--- config.mk ---
export PLATFORM = sky130hd
export DESIGN_NAME = tap_param_ctrl
export DESIGN_NICKNAME = d
export VERILOG_FILES = /design/src/rtl/tap_param_ctrl.sv
export SDC_FILE = /design/constraint.sdc
export NUM_CORES = 1
export LEC_CHECK = 0
export ABC_AREA = 1
export ABC_CLOCK_PERIOD_IN_PS = 1900
export CORE_MARGIN = 3
export CORE_UTILIZATION = 30
export CTS_CLUSTER_DIAMETER = 60
export DETAILED_ROUTE_END_ITERATION = 10
export SYNTH_ARGS = -nofsm -noshare
export SYNTH_HDL_FRONTEND = slang
export SYNTH_SLANG_ARGS = --single-unit
--- constraint.sdc ---
create_clock -name GCLK_Pad -period 1.9 [get_ports GCLK_Pad]
set_clock_uncertainty 0.15 [all_clocks]
set_input_delay 0.285 -clock GCLK_Pad [delete_from_list [all_inputs] [get_ports GCLK_Pad]]
set_output_delay 0.285 -clock GCLK_Pad [all_outputs]
set_load 0.03 [all_outputs]
--- src/rtl/tap_param_ctrl.sv ---
// ---------------------------------------------------------------------------
// tap_param_ctrl
// Full 16-state IEEE 1149.1 TAP controller with a parametrised instruction
// register and three data registers: BYPASS (1 bit), IDCODE (32 bits) and a
// USER shift register whose updated value is presented in parallel.
//
// Ports:
//   GCLK_Pad      in   1         clock, everything changes on its rising edge
//   TRST_Pad      in   1         synchronous active-high reset
//   TMS_Pad       in   1         TAP mode select
//   TDI_Pad       in   1         serial data in
//   TDO_Pad       out  1         registered serial data out
//   state_obs_Pad out  4         current TAP state encoding
//   instr_Pad     out  IR_WIDTH  active instruction
//   user_dr_Pad   out  DR_WIDTH  USER register parallel output
//   user_upd_Pad  out  1         one-cycle pulse after user_dr_Pad updates
//
// Any opcode other than IDCODE_OP or USER_OP, including the all-ones
// BYPASS opcode, selects the BYPASS register.
// ---------------------------------------------------------------------------
module tap_param_ctrl #(
    parameter int                  IR_WIDTH   = 4,
    parameter int                  DR_WIDTH   = 8,
    parameter logic [31:0]         IDCODE_VAL = 32'h1A5C_0001,
    parameter logic [IR_WIDTH-1:0] IDCODE_OP  = IR_WIDTH'(4'b0001),
    parameter logic [IR_WIDTH-1:0] USER_OP    = IR_WIDTH'(4'b0010)
) (
    input  logic                GCLK_Pad,
    input  logic                TRST_Pad,
    input  logic                TMS_Pad,
    input  logic                TDI_Pad,
    output logic                TDO_Pad,
    output logic [3:0]          state_obs_Pad,
    output logic [IR_WIDTH-1:0] instr_Pad,
    output logic [DR_WIDTH-1:0] user_dr_Pad,
    output logic                user_upd_Pad
);

    typedef enum logic [3:0] {
        ST_TLR      = 4'hF,
        ST_RTI      = 4'hC,
        ST_SEL_DR   = 4'h7,
        ST_CAP_DR   = 4'h6,
        ST_SH_DR    = 4'h2,
        ST_EX1_DR   = 4'h1,
        ST_PAUSE_DR = 4'h3,
        ST_EX2_DR   = 4'h0,
        ST_UPD_DR   = 4'h5,
        ST_SEL_IR   = 4'h4,
        ST_CAP_IR   = 4'hE,
        ST_SH_IR    = 4'hA,
        ST_EX1_IR   = 4'h9,
        ST_PAUSE_IR = 4'hB,
        ST_EX2_IR   = 4'h8,
        ST_UPD_IR   = 4'hD
    } tap_state_t;

    typedef enum logic [1:0] {
        SEL_BYPASS,
        SEL_IDCODE,
        SEL_USER
    } dr_sel_t;

    // The IR always captures ...01 so a scan can verify the chain length.
    localparam logic [IR_WIDTH-1:0] IR_CAPTURE = IR_WIDTH'(2'b01);

    tap_state_t          state;
    tap_state_t          next_state;
    dr_sel_t             dr_sel;

    logic [IR_WIDTH-1:0] ir_sr;
    logic [31:0]         idcode_sr;
    logic [DR_WIDTH-1:0] user_sr;
    logic                bypass_sr;
    logic [IR_WIDTH-1:0] instr;
    logic [DR_WIDTH-1:0] user_dr;
    logic                user_upd;
    logic                tdo;

    logic [IR_WIDTH-1:0] ir_shift;
    logic [31:0]         idcode_shift;
    logic [DR_WIDTH-1:0] user_shift;

    // State register; reset dominates TMS.
    always_ff @(posedge GCLK_Pad) begin
        if (TRST_Pad) begin
            state <= ST_TLR;
        end else begin
            state <= next_state;
        end
    end

    // TAP next-state function driven by TMS.
    always_comb begin
        next_state = state;
        case (state)
            ST_TLR:      next_state = TMS_Pad ? ST_TLR    : ST_RTI;
            ST_RTI:      next_state = TMS_Pad ? ST_SEL_DR : ST_RTI;
            ST_SEL_DR:   next_state = TMS_Pad ? ST_SEL_IR : ST_CAP_DR;
            ST_CAP_DR:   next_state = TMS_Pad ? ST_EX1_DR : ST_SH_DR;
            ST_SH_DR:    next_state = TMS_Pad ? ST_EX1_DR : ST_SH_DR;
            ST_EX1_DR:   next_state = TMS_Pad ? ST_UPD_DR : ST_PAUSE_DR;
            ST_PAUSE_DR: next_state = TMS_Pad ? ST_EX2_DR : ST_PAUSE_DR;
            ST_EX2_DR:   next_state = TMS_Pad ? ST_UPD_DR : ST_SH_DR;
            ST_UPD_DR:   next_state = TMS_Pad ? ST_SEL_DR : ST_RTI;
            ST_SEL_IR:   next_state = TMS_Pad ? ST_TLR    : ST_CAP_IR;
            ST_CAP_IR:   next_state = TMS_Pad ? ST_EX1_IR : ST_SH_IR;
            ST_SH_IR:    next_state = TMS_Pad ? ST_EX1_IR : ST_SH_IR;
            ST_EX1_IR:   next_state = TMS_Pad ? ST_UPD_IR : ST_PAUSE_IR;
            ST_PAUSE_IR: next_state = TMS_Pad ? ST_EX2_IR : ST_PAUSE_IR;
            ST_EX2_IR:   next_state = TMS_Pad ? ST_UPD_IR : ST_SH_IR;
            ST_UPD_IR:   next_state = TMS_Pad ? ST_SEL_DR : ST_RTI;
            default:     next_state = ST_TLR;
        endcase
    end

    // Data register selection from the active instruction.
    always_comb begin
        dr_sel = SEL_BYPASS;
        if (instr == IDCODE_OP) begin
            dr_sel = SEL_IDCODE;
        end else if (instr == USER_OP) begin
            dr_sel = SEL_USER;
        end
    end

    // Right-shifted versions of each register with TDI entering the MSB;
    // written this way so a 1-bit register needs no special case.
    always_comb begin
        ir_shift                   = ir_sr >> 1;
        ir_shift[IR_WIDTH-1]       = TDI_Pad;
        idcode_shift               = idcode_sr >> 1;
        idcode_shift[31]           = TDI_Pad;
        user_shift                 = user_sr >> 1;
        user_shift[DR_WIDTH-1]     = TDI_Pad;
    end

    // Capture/shift/update actions happen on the edge spent in each state.
    // TDO only moves in the shift states, so it holds everywhere else.
    always_ff @(posedge GCLK_Pad) begin
        if (TRST_Pad) begin
            ir_sr     <= '0;
            idcode_sr <= '0;
            user_sr   <= '0;
            bypass_sr <= 1'b0;
            instr     <= IDCODE_OP;
            user_dr   <= '0;
            user_upd  <= 1'b0;
            tdo       <= 1'b0;
        end else begin
            user_upd <= 1'b0;
            case (state)
                ST_TLR: begin
                    instr <= IDCODE_OP;
                end
                ST_CAP_IR: begin
                    ir_sr <= IR_CAPTURE;
                end
                ST_SH_IR: begin
                    ir_sr <= ir_shift;
                    tdo   <= ir_sr[0];
                end
                ST_UPD_IR: begin
                    instr <= ir_sr;
                end
                ST_CAP_DR: begin
                    case (dr_sel)
                        SEL_IDCODE: idcode_sr <= IDCODE_VAL;
                        SEL_USER:   user_sr   <= user_dr;
                        default:    bypass_sr <= 1'b0;
                    endcase
                end
                ST_SH_DR: begin
                    case (dr_sel)
                        SEL_IDCODE: begin
                            idcode_sr <= idcode_shift;
                            tdo       <= idcode_sr[0];
                        end
                        SEL_USER: begin
                            user_sr <= user_shift;
                            tdo     <= user_sr[0];
                        end
                        default: begin
                            bypass_sr <= TDI_Pad;
                            tdo       <= bypass_sr;
                        end
                    endcase
                end
                ST_UPD_DR: begin
                    if (dr_sel == SEL_USER) begin
                        user_dr  <= user_sr;
                        user_upd <= 1'b1;
                    end
                end
                default: begin
                end
            endcase
        end
    end

    assign TDO_Pad       = tdo;
    assign state_obs_Pad = state;
    assign instr_Pad     = instr;
    assign user_dr_Pad   = user_dr;
    assign user_upd_Pad  = user_upd;

endmodule

Word-level counts from Yosys, hierarchy flattened
Cells that the tools add are included.
- register bits: 63
- input bits: 4
- output and inout port bits: 18
- word-level logic and storage cells: 78
- equal/unequal tests: 25
- mux-type cells: 29
- bitwise logic cells: 1
- reductions and logical operators: 14
- operators with widths (kind ; number):
    $mux W32 ; 2
    $pmux W32 S2 ; 1
    $pmux W4 S12 ; 1
    $eq A4 B4 Y1 const B ; 8
    $eq A4 B3 Y1 const B ; 4
    $mux W2 ; 8
    $mux W8 ; 2
    $pmux W4 S2 ; 2
    $pmux W8 S2 ; 1
    $eq A4 B2 Y1 const B ; 3
    $mux W3 ; 4
    $ne A2 B2 Y1 const B ; 6
    $reduce_and A3 Y1 ; 3
    $eq A4 B1 Y1 const B ; 2
    $reduce_bool A2 Y1 ; 4
    $reduce_or A2 Y1 ; 4
    $pmux W1 S2 ; 3
    $logic_not A4 Y1 ; 1
    $mux W1 ; 4
    $mux W4 ; 1
    $reduce_or A3 Y1 ; 1
    $eq A2 B1 Y1 const B ; 1
    $eq A2 B2 Y1 const B ; 1
    $reduce_and A2 Y1 ; 1
    $not A1 Y1 ; 1

Longest topological paths before layout
- depth in word-level cells: 7
- gate-level depth with buffers: 8
- depth with buffers taken out: 8

Worst setup path before layout
No wires, ideal clock.
- path type: flip-flop to flip-flop
- from: register state[1], in the netlist state_obs_Pad[1]
- to: register idcode_sr[31]
- library setup time: 116 ps
- arrival time: 1405 ps
- data required time: 1634 ps
- path slack: 230 ps
- stages on the path, launching flop included: 9
- buffers on the path: 1
- clock period less this slack: 1670 ps
- cells stage by stage: dfxtp_1 -> inv_2 -> nor2_4 -> nand2_4 -> nor2_8 -> inv_2 -> buf_6 -> nor2_1 -> nor2_1
- cells in the longest elaborated chain, start to end: 3
- elaborated cells between the ends (all ways): 7
- those cells by class: 4 x eq/ne; 1 x mux; 2 x reduce/logical
- ends and longest elaborated chain (element ; RTL line ; text):
    start: declaration ; 67 ; tap_state_t state;
    start signal: assignment ; 89 ; state <= next_state;
    $eq A4 B3 Y1 / $eq A4 B2 Y1 (equally long branches) ; 152 ; case (state)
    $ne A2 B2 Y1 (no line) / $reduce_bool A2 Y1 (equally long branches) ; - ;
    $reduce_and A3 Y1 (no line) ; - ;
    end signal: assignment ; 176 ; idcode_sr <= idcode_shift;
    end: declaration ; 72 ; logic [31:0] idcode_sr;
Several ways; a longest one is shown, not always the timed one.
A chain may end at the register's enable or synchronous reset.

Worst setup path in the final report
- from: register instr[2], in the netlist instr_Pad[2]
- to: output instr_Pad[2]
- RTL lines (element ; RTL line ; text):
    start: declaration ; 75 ; logic [IR_WIDTH-1:0] instr;
    start signal: assignment ; 164 ; instr <= ir_sr;
    end: declaration ; 34 ; output logic [IR_WIDTH-1:0] instr_Pad,
No word-level cell between the ends.

==> results.yml <==
placed_design:
  globalplace.congestion: 0.8499
  hpwl_um: 3877
  port_buffers: 21
sta:
  tightestPinTransition_ns: 0.5003
  slew_headroom_pct: 66.61
  fmax_mhz: 547.0
  hold_ws_ns: 0.3093
  drv_slew: 0
  hold_viol: 0
  finalCritPeriodShare_pct: 96.22
  finalCriticalPeriod_ns: 1.828
  finalSetupViolCount: 0
grt:
  antenna_found_initial: 0
  grt_remaining_overflow: 0
  grt_max_degree: 31
  grt_pass1_vias: 2167
  grt_pass1_wl_um: 10130
  grtUsageTotal_pct: 12.47
synth:
  syn_area_mm2: 0.002659
  synth.avg_cell_area_um2: 7.386
  ys.flop_type: "dfxtp_1"
  syn_inst: 360
  synth.net_count: 364
  synth.top_cell.area_share_pct: 47.44
  synth_edf_count: 0
  synth-seq-cells: 63
  synth.area.top_cells: "dfxtp_1, nand2_1, a21oi_1"
  yosys-top-cells-count: "nand2_1, dfxtp_1, nor2_1"
  yosysMostFrequentCell: "nand2_1"
  async_flop_share_pct: 0
  yosys.area.top_type: "dfxtp_1"
  yosysUniqueCellTypes: 24
  yosys_warnings: 0
  ys_seq_area_share_pct: 47.44
cts:
  hold_buffers: 0
  clkTransAtPathRegs_ns: 0.08
  htree_levels: 3
  cts_made_buffers: 9
  clk_path_buf_depth: 2
  cts_sinks: 63
  cts_tree: "built"
  clk-insertion-delay-late_ns: 0.34
  cts_root_buf: "clkbuf_8"
finish:
  area_growth_pct: 19.29
  n_antenna_cell: 0
  fill_cells: 914
  regArea_mm2: 0.001261
  multi_input_area_mm2: 0.001227
  drive_gt1_share_pct: 10.77
  final_net_count: 389
  post-route-util_pct: 37.66
critical_path:
  slowest_delay_ns: 0.69
  required_ns: 1.46
  worstPathMaxFanout: 3
  worstPathArrival_ns: 1.39
  critical_path.slowest_cell: "clkdlybuf4s50_1"
  worstSetupPathType: "register to primary output"
  worstPathCellList: "clkdlybuf4s50_1"
  crit_buf_inv: 1
  path_delay_family: "buffers and inverters"
  endpoint_kind: "primary output"
  cp-start-kind: "register"
drt:
  via_per_inst: 4.814
  vias: 2383
  dr.pass1.iters: 4
  drtIter0Drc: 125
  postRouteAntennaNets: 0
  drcViolationCount: 0
  wire_per_inst_um: 11.50
  routed_wl_um: 5693
die:
  coreArea_mm2: 0.008423
  die_area_mm2: 0.01003
  die_y_um: 100.1
  fp.dieW_um: 100.1
  start_util_pct: 31.57
  row_count: 33
  pin_count: 22
power_and_ir_drop:
  cellPowerDensity_mw_per_mm2: 1071
  ir_drop_mv: 0.3987
  leakagePower_nw: 1.299
hold_path:
  hold_path_class: "register to register"
run:
  drv_cap: 0
run_status:
  status: "completed"
layout by cell type, fill, tap and decap left out, drive strengths merged:
cell           count
inv               18
a21oi             42
clkbuf             9
nand2             95
nand3             34
clkdlybuf4s50     15
dfxtp             63
nand4              3
a31oi              1
dlymetal6s2s       2
buf               10
nand3b             1
clkinvlp           3
o21ai             26
a211oi             1
o211ai             1
dlygate4sd2        4
nor2              54
nor3               3
a21boi             1
clkinv             4
worst register-to-register path, delay by kind of cell (launching register included):
kind,cells,cell delay (ns)
flip-flops,1,0.37
buffers and inverters,2,0.25
AND/OR/NAND/NOR,5,0.85
cells by family after synthesis:
| logic type | after synthesis | synth area share [%] |
|---|---|---|
| AO/OA/AOI/OAI | 72 | 13.88 |
| buffers and inverters | 35 | 6.870 |
| flip-flops | 63 | 47.44 |
| AND/OR/NAND/NOR | 190 | 31.81 |
power by group:
part           internal [W]  switching, W
clock              0.000471      0.000543
sequential          0.00142      0.000113
combinational      0.000261      0.000592
total               0.00215       0.00125
timing repair:
item / CTS / global route
setup buffers: 0 / 0
resized for setup: 4 / 5
cloned: 0 / 0
endpoints found under the setup margin: 4 / 18
per-stage QoR:
step                      power (W)  area, µm²  setup slack [ns]  std cells  setup TNS (ns)
after floorplan            0.002191       2659            0.2297        360               0
after global routing       0.003620       3172          -0.01502        495        -0.03606
final                      0.003396       3172           0.07187        495               0
after global placement     0.002423       2985            0.1775        479               0
after detailed placement   0.002424       2985            0.1711        479               0
after CTS                  0.003431       3154           0.04539        495               0
registers in the layout, indices dropped and copies added (netlist names):
register / cells
user_upd_Pad: 1
ir_sr: 4
TDO_Pad: 1
bypass_sr: 1
state_obs_Pad: 4
user_sr: 8
idcode_sr: 32
instr_Pad: 4
user_dr_Pad: 8
cell type report:
type | count | area share, %
clock buffers | 9 | 3.905
clock inverters | 7 | 1.578
inverters | 18 | 2.130
multi-input cells | 262 | 38.70
flip-flops and latches | 63 | 39.76
well taps | 105 | 4.142
repair buffers | 31 | 9.783
metal layers:
| layer | up-vias | part of all wire, % | global-route usage, % |
|---|---|---|---|
| li1 | 1228 | - | - |
| met1 | 1095 | 50 | 16.72 |
| met2 | 52 | 43 | 18.40 |
| met3 | 8 | 5.3 | 4.100 |
| met4 | 0 | 1.9 | 5.181 |
| met5 | - | 0 | 0 |
path summary, 6_finish.rpt:
path,startpoint,end,slack (ns),depth (start not counted)
worst max-delay path,instr_Pad[2],instr_Pad[2],0.07,1
worst min-delay path,user_sr[0],user_dr_Pad[0],0.31,2
worst min register to register,user_sr[0],user_dr_Pad[0],0.31,2
worst max register to register,instr_Pad[0],idcode_sr[31],0.17,7
(Power assumes the default switching activity.)
